### config.mk
export PLATFORM = sky130hd
export DESIGN_NAME = id_ex_alu_issue_flat
export DESIGN_NICKNAME = d
export VERILOG_FILES = /design/src/rtl/id_ex_alu_issue_pkg.sv /design/src/rtl/id_ex_alu_issue_if.sv /design/src/rtl/id_ex_alu_issue_alu_op_decoder.sv /design/src/rtl/id_ex_alu_issue.sv /design/src/flat_wrapper.sv
export SDC_FILE = /design/constraint.sdc
export NUM_CORES = 1
export LEC_CHECK = 0
export ABC_AREA = 1
export BUFFER_PORTS_ARGS = -buffer_cell sky130_fd_sc_hd__buf_2
export CORE_MARGIN = 3
export CORE_UTILIZATION = 35
export CTS_BUF_LIST = sky130_fd_sc_hd__clkbuf_4 sky130_fd_sc_hd__clkbuf_8
export CTS_CLUSTER_SIZE = 25
export DETAILED_ROUTE_END_ITERATION = 8
export PLACE_DENSITY = 0.68
export SKIP_LAST_GASP = 1
export SLEW_MARGIN = 40
export SYNTH_ARGS = -nofsm -noshare
export SYNTH_HDL_FRONTEND = slang
export SYNTH_SLANG_ARGS = --single-unit
### constraint.sdc
create_clock -name clk -period 1.8 [get_ports clk]
set_clock_uncertainty 0.1 [all_clocks]
set_input_delay 0.18 -clock clk [delete_from_list [all_inputs] [get_ports clk]]
set_output_delay 0.18 -clock clk [all_outputs]
set_load 0.005 [all_outputs]
### src/rtl/id_ex_alu_issue_pkg.sv
// ============================================================================
// Module   : id_ex_alu_issue_pkg
// Brief    : Opcodes, funct3 codes, ALU-op encodings and forwarding helper
//            shared by the ID/EX issue stage and the ALU.
// Revision : 1.0 - initial release
// ============================================================================
`default_nettype none

package id_ex_alu_issue_pkg;

   localparam int XLEN = 32;

   localparam logic [6:0] C_OP_RTYPE  = 7'b0110011;
   localparam logic [6:0] C_OP_ITYPE  = 7'b0010011;
   localparam logic [6:0] C_OP_LOAD   = 7'b0000011;
   localparam logic [6:0] C_OP_STORE  = 7'b0100011;
   localparam logic [6:0] C_OP_BRANCH = 7'b1100011;
   localparam logic [6:0] C_OP_JAL    = 7'b1101111;

   localparam logic [2:0] C_F3_ADD  = 3'b000;
   localparam logic [2:0] C_F3_SLL  = 3'b001;
   localparam logic [2:0] C_F3_SLT  = 3'b010;
   localparam logic [2:0] C_F3_SLTU = 3'b011;
   localparam logic [2:0] C_F3_XOR  = 3'b100;
   localparam logic [2:0] C_F3_SR   = 3'b101;
   localparam logic [2:0] C_F3_OR   = 3'b110;
   localparam logic [2:0] C_F3_AND  = 3'b111;

   localparam logic [2:0] C_F3_BEQ  = 3'b000;
   localparam logic [2:0] C_F3_BNE  = 3'b001;
   localparam logic [2:0] C_F3_BLT  = 3'b100;
   localparam logic [2:0] C_F3_BGE  = 3'b101;

   typedef enum logic [2:0] {
      ALU_ADD = 3'b000,
      ALU_SUB = 3'b001,
      ALU_AND = 3'b010,
      ALU_OR  = 3'b011,
      ALU_XOR = 3'b100,
      ALU_SLT = 3'b101,
      ALU_SLL = 3'b110,
      ALU_SRL = 3'b111
   } alu_op_e;

   // brinv flips the sense of zero_e: bne/blt take the branch on a non-zero result
   typedef struct packed {
      logic       valid;
      logic       illegal;
      logic       regwrite;
      logic       memwrite;
      logic       alusrc;
      logic       branch;
      logic       jump;
      logic       brinv;
      logic [2:0] alucontrol;
   } ex_ctrl_t;

   function automatic logic [XLEN-1:0] fwd_operand(
      input logic [4:0]      rs,
      input logic [XLEN-1:0] regval,
      input logic [4:0]      rd_m,
      input logic            regwrite_m,
      input logic [XLEN-1:0] aluresult_m,
      input logic [4:0]      rd_w,
      input logic            regwrite_w,
      input logic [XLEN-1:0] result_w
   );
      if (regwrite_m && (rd_m != 5'd0) && (rd_m == rs)) begin
         return aluresult_m;
      end
      if (regwrite_w && (rd_w != 5'd0) && (rd_w == rs)) begin
         return result_w;
      end
      return regval;
   endfunction

endpackage

`default_nettype wire

### src/rtl/id_ex_alu_issue_if.sv
// ============================================================================
// Module   : id_ex_alu_issue_if
// Brief    : Decode-side, hazard, forwarding and EX-side signals of the issue stage.
// Revision : 1.0 - initial release
// ============================================================================
`default_nettype none

interface id_ex_alu_issue_if;
   import id_ex_alu_issue_pkg::*;

   logic            valid_d;
   logic [6:0]      op_d;
   logic [2:0]      funct3_d;
   logic            funct7b5_d;
   logic [4:0]      rs1_d;
   logic [4:0]      rs2_d;
   logic [4:0]      rd_d;
   logic [XLEN-1:0] rd1_d;
   logic [XLEN-1:0] rd2_d;
   logic [XLEN-1:0] immext_d;
   logic            stall_e;
   logic            flush_e;
   logic [XLEN-1:0] aluresult_m;
   logic [4:0]      rd_m;
   logic            regwrite_m;
   logic [XLEN-1:0] result_w;
   logic [4:0]      rd_w;
   logic            regwrite_w;
   logic            zero_e;
   logic [XLEN-1:0] srca_e;
   logic [XLEN-1:0] srcb_e;
   logic [2:0]      alucontrol_e;
   logic [XLEN-1:0] writedata_e;
   logic [4:0]      rd_e;
   logic            regwrite_e;
   logic            memwrite_e;
   logic            valid_e;
   logic            illegal_e;
   logic            pcsrc_e;

   modport master (
      output valid_d, op_d, funct3_d, funct7b5_d, rs1_d, rs2_d, rd_d,
             rd1_d, rd2_d, immext_d, stall_e, flush_e,
             aluresult_m, rd_m, regwrite_m, result_w, rd_w, regwrite_w, zero_e,
      input  srca_e, srcb_e, alucontrol_e, writedata_e, rd_e,
             regwrite_e, memwrite_e, valid_e, illegal_e, pcsrc_e
   );

   modport slave (
      input  valid_d, op_d, funct3_d, funct7b5_d, rs1_d, rs2_d, rd_d,
             rd1_d, rd2_d, immext_d, stall_e, flush_e,
             aluresult_m, rd_m, regwrite_m, result_w, rd_w, regwrite_w, zero_e,
      output srca_e, srcb_e, alucontrol_e, writedata_e, rd_e,
             regwrite_e, memwrite_e, valid_e, illegal_e, pcsrc_e
   );

endinterface

`default_nettype wire

### src/rtl/id_ex_alu_issue_alu_op_decoder.sv
// ============================================================================
// Module   : alu_op_decoder
// Brief    : Combinational opcode/funct decode into ALU op and stage controls.
// Revision : 1.0 - initial release
// ============================================================================
`default_nettype none

module alu_op_decoder
   import id_ex_alu_issue_pkg::*;
(
   input  logic [6:0] op,
   input  logic [2:0] funct3,
   input  logic       funct7b5,
   output logic [2:0] alucontrol,
   output logic       alusrc,
   output logic       regwrite,
   output logic       memwrite,
   output logic       branch,
   output logic       jump,
   output logic       illegal
);

   alu_op_e w_alu;
   logic    w_alusrc;
   logic    w_regwrite;
   logic    w_memwrite;
   logic    w_branch;
   logic    w_jump;
   logic    w_illegal;

   always_comb begin
      w_alu      = ALU_ADD;
      w_alusrc   = 1'b0;
      w_regwrite = 1'b0;
      w_memwrite = 1'b0;
      w_branch   = 1'b0;
      w_jump     = 1'b0;
      w_illegal  = 1'b0;
      case (op)
         C_OP_RTYPE, C_OP_ITYPE: begin
            w_alusrc   = (op == C_OP_ITYPE);
            w_regwrite = 1'b1;
            case (funct3)
               // funct7b5 selects sub only for register-register adds
               C_F3_ADD: w_alu = (op == C_OP_RTYPE && funct7b5) ? ALU_SUB : ALU_ADD;
               C_F3_AND: w_alu = ALU_AND;
               C_F3_OR:  w_alu = ALU_OR;
               C_F3_XOR: w_alu = ALU_XOR;
               C_F3_SLT: w_alu = ALU_SLT;
               C_F3_SLL: w_alu = ALU_SLL;
               C_F3_SR: begin
                  if (funct7b5) begin
                     w_illegal = 1'b1;
                  end else begin
                     w_alu = ALU_SRL;
                  end
               end
               default: w_illegal = 1'b1;
            endcase
         end
         C_OP_LOAD: begin
            w_alusrc   = 1'b1;
            w_regwrite = 1'b1;
         end
         C_OP_STORE: begin
            w_alusrc   = 1'b1;
            w_memwrite = 1'b1;
         end
         C_OP_BRANCH: begin
            w_branch = 1'b1;
            case (funct3)
               C_F3_BEQ, C_F3_BNE: w_alu = ALU_SUB;
               C_F3_BLT, C_F3_BGE: w_alu = ALU_SLT;
               default:            w_illegal = 1'b1;
            endcase
         end
         C_OP_JAL: begin
            w_alusrc   = 1'b1;
            w_regwrite = 1'b1;
            w_jump     = 1'b1;
         end
         default: w_illegal = 1'b1;
      endcase

      if (w_illegal) begin
         w_alu      = ALU_ADD;
         w_alusrc   = 1'b0;
         w_regwrite = 1'b0;
         w_memwrite = 1'b0;
         w_branch   = 1'b0;
         w_jump     = 1'b0;
      end
   end

   assign alucontrol = w_alu;
   assign alusrc     = w_alusrc;
   assign regwrite   = w_regwrite;
   assign memwrite   = w_memwrite;
   assign branch     = w_branch;
   assign jump       = w_jump;
   assign illegal    = w_illegal;

endmodule

`default_nettype wire

### src/rtl/id_ex_alu_issue.sv
// ============================================================================
// Module   : id_ex_alu_issue
// Brief    : ID/EX pipeline register with operand forwarding and redirect.
// Revision : 1.0 - initial release
// ============================================================================
`default_nettype none

module id_ex_alu_issue
   import id_ex_alu_issue_pkg::*;
(
   input  logic              clk,
   input  logic              reset,
   id_ex_alu_issue_if.slave  bus
);

   logic [2:0]      w_alucontrol;
   logic            w_alusrc;
   logic            w_regwrite;
   logic            w_memwrite;
   logic            w_branch;
   logic            w_jump;
   logic            w_illegal;
   ex_ctrl_t        w_ctrl_d;

   ex_ctrl_t        r_ctrl;
   logic [4:0]      r_rs1;
   logic [4:0]      r_rs2;
   logic [4:0]      r_rd;
   logic [XLEN-1:0] r_rd1;
   logic [XLEN-1:0] r_rd2;
   logic [XLEN-1:0] r_imm;

   logic [XLEN-1:0] w_fwd_a;
   logic [XLEN-1:0] w_fwd_b;

   alu_op_decoder u_dec (
      .op         (bus.op_d),
      .funct3     (bus.funct3_d),
      .funct7b5   (bus.funct7b5_d),
      .alucontrol (w_alucontrol),
      .alusrc     (w_alusrc),
      .regwrite   (w_regwrite),
      .memwrite   (w_memwrite),
      .branch     (w_branch),
      .jump       (w_jump),
      .illegal    (w_illegal)
   );

   always_comb begin
      w_ctrl_d            = '0;
      w_ctrl_d.valid      = 1'b1;
      w_ctrl_d.illegal    = w_illegal;
      w_ctrl_d.regwrite   = w_regwrite;
      w_ctrl_d.memwrite   = w_memwrite;
      w_ctrl_d.alusrc     = w_alusrc;
      w_ctrl_d.branch     = w_branch;
      w_ctrl_d.jump       = w_jump;
      w_ctrl_d.brinv      = bus.funct3_d[0] ^ bus.funct3_d[2];
      w_ctrl_d.alucontrol = w_alucontrol;
   end

   // Reset beats flush beats stall; an empty decode slot also loads a bubble
   always_ff @(posedge clk) begin
      if (!reset || bus.flush_e || (!bus.stall_e && !bus.valid_d)) begin
         r_ctrl <= '0;
         r_rs1  <= '0;
         r_rs2  <= '0;
         r_rd   <= '0;
         r_rd1  <= '0;
         r_rd2  <= '0;
         r_imm  <= '0;
      end else if (!bus.stall_e) begin
         r_ctrl <= w_ctrl_d;
         r_rs1  <= bus.rs1_d;
         r_rs2  <= bus.rs2_d;
         r_rd   <= bus.rd_d;
         r_rd1  <= bus.rd1_d;
         r_rd2  <= bus.rd2_d;
         r_imm  <= bus.immext_d;
      end
   end

   assign w_fwd_a = fwd_operand(r_rs1, r_rd1, bus.rd_m, bus.regwrite_m, bus.aluresult_m,
                                bus.rd_w, bus.regwrite_w, bus.result_w);
   assign w_fwd_b = fwd_operand(r_rs2, r_rd2, bus.rd_m, bus.regwrite_m, bus.aluresult_m,
                                bus.rd_w, bus.regwrite_w, bus.result_w);

   assign bus.srca_e       = w_fwd_a;
   assign bus.srcb_e       = r_ctrl.alusrc ? r_imm : w_fwd_b;
   assign bus.writedata_e  = w_fwd_b;
   assign bus.alucontrol_e = r_ctrl.alucontrol;
   assign bus.rd_e         = r_rd;
   assign bus.valid_e      = r_ctrl.valid;
   assign bus.illegal_e    = r_ctrl.illegal;
   assign bus.regwrite_e   = r_ctrl.valid & r_ctrl.regwrite;
   assign bus.memwrite_e   = r_ctrl.valid & r_ctrl.memwrite;
   assign bus.pcsrc_e      = r_ctrl.valid &
                             (r_ctrl.jump | (r_ctrl.branch & (bus.zero_e ^ r_ctrl.brinv)));

endmodule

`default_nettype wire
### src/flat_wrapper.sv
// flat-port wrapper written by rule: the top's interface ports become plain ports
module id_ex_alu_issue_flat import id_ex_alu_issue_pkg::*;
  (clk, reset, bus_valid_d, bus_op_d, bus_funct3_d, bus_funct7b5_d, bus_rs1_d, bus_rs2_d, bus_rd_d, bus_rd1_d, bus_rd2_d, bus_immext_d, bus_stall_e, bus_flush_e, bus_aluresult_m, bus_rd_m, bus_regwrite_m, bus_result_w, bus_rd_w, bus_regwrite_w, bus_zero_e, bus_srca_e, bus_srcb_e, bus_alucontrol_e, bus_writedata_e, bus_rd_e, bus_regwrite_e, bus_memwrite_e, bus_valid_e, bus_illegal_e, bus_pcsrc_e);
  id_ex_alu_issue_if bus_i ();
  input  logic clk;
  input  logic reset;
  input wire logic [$bits(bus_i.valid_d)-1:0] bus_valid_d;
  input wire logic [$bits(bus_i.op_d)-1:0] bus_op_d;
  input wire logic [$bits(bus_i.funct3_d)-1:0] bus_funct3_d;
  input wire logic [$bits(bus_i.funct7b5_d)-1:0] bus_funct7b5_d;
  input wire logic [$bits(bus_i.rs1_d)-1:0] bus_rs1_d;
  input wire logic [$bits(bus_i.rs2_d)-1:0] bus_rs2_d;
  input wire logic [$bits(bus_i.rd_d)-1:0] bus_rd_d;
  input wire logic [$bits(bus_i.rd1_d)-1:0] bus_rd1_d;
  input wire logic [$bits(bus_i.rd2_d)-1:0] bus_rd2_d;
  input wire logic [$bits(bus_i.immext_d)-1:0] bus_immext_d;
  input wire logic [$bits(bus_i.stall_e)-1:0] bus_stall_e;
  input wire logic [$bits(bus_i.flush_e)-1:0] bus_flush_e;
  input wire logic [$bits(bus_i.aluresult_m)-1:0] bus_aluresult_m;
  input wire logic [$bits(bus_i.rd_m)-1:0] bus_rd_m;
  input wire logic [$bits(bus_i.regwrite_m)-1:0] bus_regwrite_m;
  input wire logic [$bits(bus_i.result_w)-1:0] bus_result_w;
  input wire logic [$bits(bus_i.rd_w)-1:0] bus_rd_w;
  input wire logic [$bits(bus_i.regwrite_w)-1:0] bus_regwrite_w;
  input wire logic [$bits(bus_i.zero_e)-1:0] bus_zero_e;
  output wire logic [$bits(bus_i.srca_e)-1:0] bus_srca_e;
  output wire logic [$bits(bus_i.srcb_e)-1:0] bus_srcb_e;
  output wire logic [$bits(bus_i.alucontrol_e)-1:0] bus_alucontrol_e;
  output wire logic [$bits(bus_i.writedata_e)-1:0] bus_writedata_e;
  output wire logic [$bits(bus_i.rd_e)-1:0] bus_rd_e;
  output wire logic [$bits(bus_i.regwrite_e)-1:0] bus_regwrite_e;
  output wire logic [$bits(bus_i.memwrite_e)-1:0] bus_memwrite_e;
  output wire logic [$bits(bus_i.valid_e)-1:0] bus_valid_e;
  output wire logic [$bits(bus_i.illegal_e)-1:0] bus_illegal_e;
  output wire logic [$bits(bus_i.pcsrc_e)-1:0] bus_pcsrc_e;
  assign bus_i.valid_d = bus_valid_d;
  assign bus_i.op_d = bus_op_d;
  assign bus_i.funct3_d = bus_funct3_d;
  assign bus_i.funct7b5_d = bus_funct7b5_d;
  assign bus_i.rs1_d = bus_rs1_d;
  assign bus_i.rs2_d = bus_rs2_d;
  assign bus_i.rd_d = bus_rd_d;
  assign bus_i.rd1_d = bus_rd1_d;
  assign bus_i.rd2_d = bus_rd2_d;
  assign bus_i.immext_d = bus_immext_d;
  assign bus_i.stall_e = bus_stall_e;
  assign bus_i.flush_e = bus_flush_e;
  assign bus_i.aluresult_m = bus_aluresult_m;
  assign bus_i.rd_m = bus_rd_m;
  assign bus_i.regwrite_m = bus_regwrite_m;
  assign bus_i.result_w = bus_result_w;
  assign bus_i.rd_w = bus_rd_w;
  assign bus_i.regwrite_w = bus_regwrite_w;
  assign bus_i.zero_e = bus_zero_e;
  assign bus_srca_e = bus_i.srca_e;
  assign bus_srcb_e = bus_i.srcb_e;
  assign bus_alucontrol_e = bus_i.alucontrol_e;
  assign bus_writedata_e = bus_i.writedata_e;
  assign bus_rd_e = bus_i.rd_e;
  assign bus_regwrite_e = bus_i.regwrite_e;
  assign bus_memwrite_e = bus_i.memwrite_e;
  assign bus_valid_e = bus_i.valid_e;
  assign bus_illegal_e = bus_i.illegal_e;
  assign bus_pcsrc_e = bus_i.pcsrc_e;
  id_ex_alu_issue u_core (.clk(clk), .reset(reset), .bus(bus_i));
endmodule
==> results of run 1 <==
[cells in the final DEF, fill, tap and decap left out, types with 6 or more instances in the layout]
cell type and count:
nand2_1 441, buf_2 307, a21oi_1 121, dlygate4sd3_1 114
dfxtp_1 113, nand3_1 105, inv_1 83, nand3_2 61
nand3b_1 32, and2_1 28, buf_12 22, nor2_1 20
nand2_2 19, clkbuf_8 18, buf_4 14, buf_6 13
nand3_4 7, clkbuf_16 7, dfxtp_2 7, xor2_2 6
[area by class of cell]
type | instances | share of cell area (%)
clock buffer | 18 | 2.10
tap | 265 | 2.81
clock inverter | 14 | 1.04
inverter | 88 | 2.88
timing repair buffer | 482 | 31.0
multi-input combinational | 881 | 39.3
sequential | 122 | 20.8
antenna | 3 | 0.0636
[sequential cells by signal, indices dropped and copies added (netlist names)]
signal / cells
u_core.bus.illegal_e: 1
u_core.bus.valid_e: 1
u_core.bus.alucontrol_e: 3
u_core.r_rd2: 32
u_core.r_rs1: 5
u_core.r_rs2: 5
u_core.r_rd1: 32
u_core.bus.rd_e: 5
u_core.r_ctrl: 6
u_core.r_imm: 32
[power by group through the flow]
stage	clock network (mW)	logic [mW]	registers (mW)
global route	2.53	1.60	2.81
finish	2.37	1.49	2.81
detailed placement	0	1.12	2.87
global placement	0	1.11	2.87
CTS	2.42	1.36	2.81
floorplan	0	0.521	2.86
[worst paths after layout]
check / to / slack [ns] / cells after the start / from
setup / recovery: bus_writedata_e[14] / -0.55 / 9 / u_core.r_rs2[0]$_SDFFE_PP0N_
setup reg to reg: u_core.r_ctrl[6]$_SDFFE_PP0N_ / 0.77 / 3 / u_core.r_ctrl[6]$_SDFFE_PP0N_
hold reg to reg: u_core.bus.rd_e[2]$_SDFFE_PP0N_ / 0.36 / 2 / u_core.bus.rd_e[2]$_SDFFE_PP0N_
hold / removal: u_core.r_ctrl[4]$_SDFFE_PP0N_ / 0.03 / 5 / bus_op_d[3]
[tightest hold or removal path: cells and delay by family]
family	cells	cell delay [ns]
simple gates	3	0.19
compound gates	1	0.06
buf+inv	1	0.10
[stage by stage]
step                      hold slack (ns)  area, µm²  setup slack, ns
after detailed placement            0.334       9230          -0.0372
after global placement              0.330       9230          -0.0317
after floorplan                     0.225       7220            0.259
after CTS                         0.00518      11100           -0.466
after global routing               0.0510      11800           -0.655
final                              0.0323      11800           -0.547
[kinds of logic after synthesis]
logic type / share of synthesized area [%]
and+or+nand+nor: 44.6
DFF: 33.8
AOI/OAI and AO/OA: 9.39
xor gates and xnor gates: 2.31
buffers and inverters: 9.91
[routing by layer]
layer | global-route usage, % | up-vias
met1 | 33.0 | 4373
met3 | 7.66 | 129
met5 | 0 | -
met2 | 47.0 | 589
met4 | 14.6 | 2
li1 | - | 4568
[cell usage after synthesis (all sizes together)]
library cell,count
inv,87
o211ai,1
a21oi,121
xnor2,8
dfxtp,122
nor3,6
buf,50
a21o,1
o21ai,6
nand2,462
nand3b,33
clkbuf,33
nand3,173
clkinv,1
o211a,1
nor2,24
o22ai,1
and2,32
o21a,1
xor2,11
[repair_timing]
action,in CTS,in global routing
endpoints found under the setup margin,96,97
gates resized for setup,61,104
gates cloned,3,9
hold buffers,114,0
hold endpoints to repair,115,0
setup buffers,3,2
pin swaps,25,56
==> flow_metrics.tcl, run 1 <==
set metrics [dict create \
    status "finished with violations" \
    violations "setup timing" \
    critPathMaxStageDelay_ns 0.36 \
    clkPwrFrac_pct 35.6 \
    max_slew_margin_pct 67.0 \
    pin_count 313 \
    crit_chain "xnor2_2 -> nand3_2 -> nor2_4 -> nand2_4 -> buf_12 -> nand2_1 -> nand3_1 -> and2_2 -> buf_2" \
    min_period_over_period_pct 130 \
    wirelength_mm 34.6 \
    cts_max_path_buffers 2 \
    path_buf_inv 2 \
    final_core_util_pct 59.5 \
    drc 0 \
    route.layer.met1.wl_mm 13.3 \
    power.total_mw 6.67 \
    cp-start-kind "register" \
    synth-seq-cells 122 \
    antenna_found_initial 4 \
    cts_root_buffer "clkbuf_8" \
    syn-num-nets 1378 \
    fmax_mhz 426 \
    avgSynthCellArea_um2 6.15 \
    p_int_mw 4.60 \
    switching_share_pct 31.0 \
    top_layer "met5" \
    max_cap_viol_count 0 \
    die_x_um 150 \
    drt-initial-drc-count 762 \
    final_cells 1873 \
    start_util_pct 36.4 \
    path_delay_family "simple AND/OR/NAND/NOR gates" \
    ir_drop_mv 0.429 \
    rows 51 \
    cts_tree "done" \
    dp.cells 1707 \
    worst_ep_arrival_time_ns 2.07 \
    ys_types 30 \
    grt_pass1_wl_mm 48.8 \
    grt_max_degree 78 \
    drive_above_1_share_pct 32.9 \
    period_needed_ns 2.35 \
    fin_nets 1796 \
    finalHoldViolations 0 \
    yosys-top-cells-area "dfxtp_1 34%, nand2_1 24%, nand3_1 12%, a21oi_1 8.4%, inv_1 4.5%" \
    vias_per_cell 5.16 \
    areaGrowthSynthToFinish_pct 63.5 \
    wl_met2_mm 16.1 \
    critPathKind "register to output pin" \
    ys_warn_count 0 \
    grt_overflow 0 \
    p_leak_nw 5.82 \
    clk_pin_slew_worst_paths_ns 0.08 \
    power_density_mw_per_mm2 565 \
    die-area_mm2 0.0224 \
    yosysSeqAreaShare_pct 33.8 \
    synthCells 1174 \
    fin_ws_ns -0.547 \
    portBuffers 312 \
    vias 9661 \
    clock_sink_count 122 \
    core_mm2 0.0198 \
    numCtsBuffers 17 \
    die_h_um 150 \
    worstMarginPinSlew_ns 0.495 \
    synth_area_leader_cell "dfxtp_1" \
    grt.total_usage_pct 28.1 \
    p_comb_share_pct 22.3 \
    drv_slew 0 \
    cts_max_level 4 \
    cp_max_fo 21 \
    ant_nets 0 \
    synth_top_area_share_pct 33.8 \
    place.gp.congestion 0.864 \
    worst_ep_required_time_ns 1.52 \
    setup-violations-final 96 \
    seq_power_share_pct 42.1 \
    netlist_area_mm2 0.00722 \
    tns_ns -45.64 \
    critPathSlowestCell "dfxtp_2" \
    multi_input_area_mm2 0.00464 \
    worst_skew_pair.late_latency_ns 0.45 \
    dp_hpwl_mm 22.3 \
    n_fill_cell 1850 \
    rsz0062_at_grt "true" \
    grt_pass1_vias 9229 \
    power_switching_mw 2.07 \
    wl_met3_mm 3.28 \
    hold_class "input pin to register" \
    cp-end-kind "output pin" \
    wl_per_cell_um 18.5 \
    ff_latch_area_mm2 0.00246 \
    firstDrtPassIters 6 \
]
No activity file was read; power rests on OpenSTA's default activity.
==> inputs of run 2 (changes only) <==
CTS_BUF_LIST = sky130_fd_sc_hd__clkbuf_2 sky130_fd_sc_hd__clkbuf_4 sky130_fd_sc_hd__clkbuf_8   (was sky130_fd_sc_hd__clkbuf_4 sky130_fd_sc_hd__clkbuf_8)
GPL_TIMING_DRIVEN = 1   (was not set)
clock period = 2.3 ns   (was 1.8 ns; I/O delays follow)
==> run 2 against run 1 <==
  * The flow still finishes with violations (setup timing)
  * First-iteration DRC count is 15% lower
  * Register-to-register slack better by 0.64 ns
  * Wire length down 3.9%
  * Worst setup slack better by 0.46 ns
  * Hold slack better by 0.021 ns
  * Combinational power fell by 24%
==> flow_metrics.tcl, run 2 (synthesized netlist as in run 1, its figures left out) <==
set metrics [dict create \
    grt.total_usage_pct 27.5 \
    r2r_start "u_core.r_ctrl[6]$_SDFFE_PP0N_" \
    holdWs_ns 0.0532 \
    switching_share_pct 29.0 \
    final_cell_mix "451 x nand2_1, 306 x buf_2, 121 x a21oi_1" \
    firstDrtPassIters 8 \
    fin_nets 1779 \
    die_x_um 150 \
    multi_input_area_mm2 0.00464 \
    setup-violations-final 95 \
    fin_ws_ns -0.0907 \
    violations "setup timing" \
    grt_overflow 0 \
    die_h_um 150 \
    antenna_found_initial 5 \
    n_fill_cell 1874 \
    route.layer.met1.wl_mm 13.0 \
    period_needed_ns 2.39 \
    crit_end "bus_srcb_e[31]" \
    cp_max_fo 5 \
    clkPwrFrac_pct 39.2 \
    power_switching_mw 1.58 \
    cts_tree "done" \
    rsz0062_at_grt "true" \
    wl_per_cell_um 17.9 \
    power.total_mw 5.46 \
    cp-end-kind "output pin" \
    drive_above_1_share_pct 31.9 \
    seq_power_share_pct 40.2 \
    drv_slew 0 \
    drc 0 \
    dp_hpwl_mm 21.8 \
    max_cap_viol_count 0 \
    finalHoldViolations 0 \
    final_cells 1854 \
    p_comb_share_pct 20.6 \
    grt_max_degree 52 \
    ff_latch_area_mm2 0.00246 \
    start_util_pct 36.4 \
    cts_root_buffer "clkbuf_8" \
    cts_max_path_buffers 2 \
    rows 51 \
    timing.rr.end "u_core.r_ctrl[6]$_SDFFE_PP0N_" \
    grt_pass1_vias 8791 \
    place.gp.congestion 0.874 \
    drt-initial-drc-count 649 \
    cp-startpoint "u_core.r_rs2[1]$_SDFFE_PP0N_" \
    hold_class "input pin to register" \
    wl_met2_mm 16.0 \
    hp-start "reset" \
    rr_worst_depth 2 \
    place_area_mm2 0.00906 \
    core_mm2 0.0198 \
    portBuffers 312 \
    ant_nets 0 \
    clock_sink_count 122 \
    worst_ep_required_time_ns 1.97 \
    dp.cells 1698 \
    cts_max_level 4 \
    vias_per_cell 5.07 \
    wl_met3_mm 2.92 \
    cp-start-kind "register" \
    p_leak_nw 5.81 \
    worstMarginPinSlew_ns 0.498 \
    min_period_over_period_pct 104 \
    worst_ep_arrival_time_ns 2.06 \
    ir_drop_mv 0.323 \
    dp_slack_ns 0.224 \
    top_regs "u_core.r_imm (32), u_core.r_rd1 (32), u_core.r_rd2 (32)" \
    p_int_mw 3.88 \
    areaGrowthSynthToFinish_pct 60.3 \
    fmax_mhz 418 \
    die-area_mm2 0.0224 \
    max_slew_margin_pct 66.8 \
    critPathKind "register to output pin" \
    pin_count 313 \
    design_area_mm2 0.0116 \
    vias 9406 \
    r2r_slack_ns 1.41 \
    final_common_cell "nand2_1" \
    top_layer "met5" \
    numCtsBuffers 17 \
    clk_pin_slew_worst_paths_ns 0.08 \
    wirelength_mm 33.2 \
    grt_pass1_wl_mm 48.1 \
    status "finished with violations" \
    power_density_mw_per_mm2 472 \
    worst_skew_pair.late_latency_ns 0.43 \
]
-- run 2: changes by cell type in the layout (fill, tap and decap cells not counted), sizes merged --
cell and delta:
dlygate4sd3 -1, bufinv +3, clkinvlp -3, buf -12
diode -2, clkbuf -5, clkinv +1
-- run 2: layout make-up --
class	count	share of cell area, %
Tap cell	265	2.87
Sequential cell	122	21.3
Multi-Input combinational cell	881	40.1
Clock buffer	17	2.02
Timing Repair Buffer	465	29.1
Antenna cell	1	0.0216
Inverter	88	2.90
Clock inverter	15	1.72
-- run 2: worst max-delay path, cell delays in order (launching register included) --
cell       delay [ns]
dfxtp_4          0.37
xnor2_2          0.17
nand2_2          0.10
nor3_4           0.21
buf_12           0.16
clkbuf_16        0.16
nand3b_1         0.12
nand3_2          0.13
nand2_1          0.06
buf_2            0.12
-- run 2: worst min-delay path by stage --
stage	to	slack [ns]	cells past startpoint
floorplan	u_core.r_rd1[28]$_SDFFE_PP0N_	0.27	2
global placement	u_core.bus.rd_e[3]$_SDFFE_PP0N_	0.35	2
detailed placement	u_core.r_rd1[28]$_SDFFE_PP0N_	0.35	2
CTS	u_core.r_ctrl[5]$_SDFFE_PP0N_	0.03	5
global route	u_core.r_ctrl[3]$_SDFFE_PP0N_	0.07	4
finish	u_core.r_ctrl[5]$_SDFFE_PP0N_	0.05	5
-- run 2: metrics by stage --
step | util [%] | TNS [ns]
floorplan | - | 0
global placement | 45.6 | 0
detailed placement | 45.6 | 0
CTS | 55.6 | -3.75
global route | 58.3 | -14.74
finish | 58.3 | -4.11
-- run 2: power groups by stage --
stage | combinational, mW | sequential, mW | clock, mW
floorplan | 0.408 | 2.24 | 0
global placement | 0.840 | 2.24 | 0
detailed placement | 0.844 | 2.24 | 0
CTS | 1.04 | 2.20 | 2.20
global route | 1.22 | 2.20 | 2.29
finish | 1.13 | 2.20 | 2.14
-- run 2: what timing repair did --
item	in CTS	in global routing
endpoints found under the hold margin	114	0
hold buffers	113	0
setup buffers	2	1
pin swaps	30	59
cloned	3	4
endpoints found under the setup margin	96	96
resized for setup	78	83
-- run 2: per-layer routing --
layer / GRT usage [%] / vias up
met5: 0 / -
met4: 11.6 / 8
met3: 6.90 / 87
met2: 47.2 / 501
met1: 32.7 / 4272
li1: - / 4538
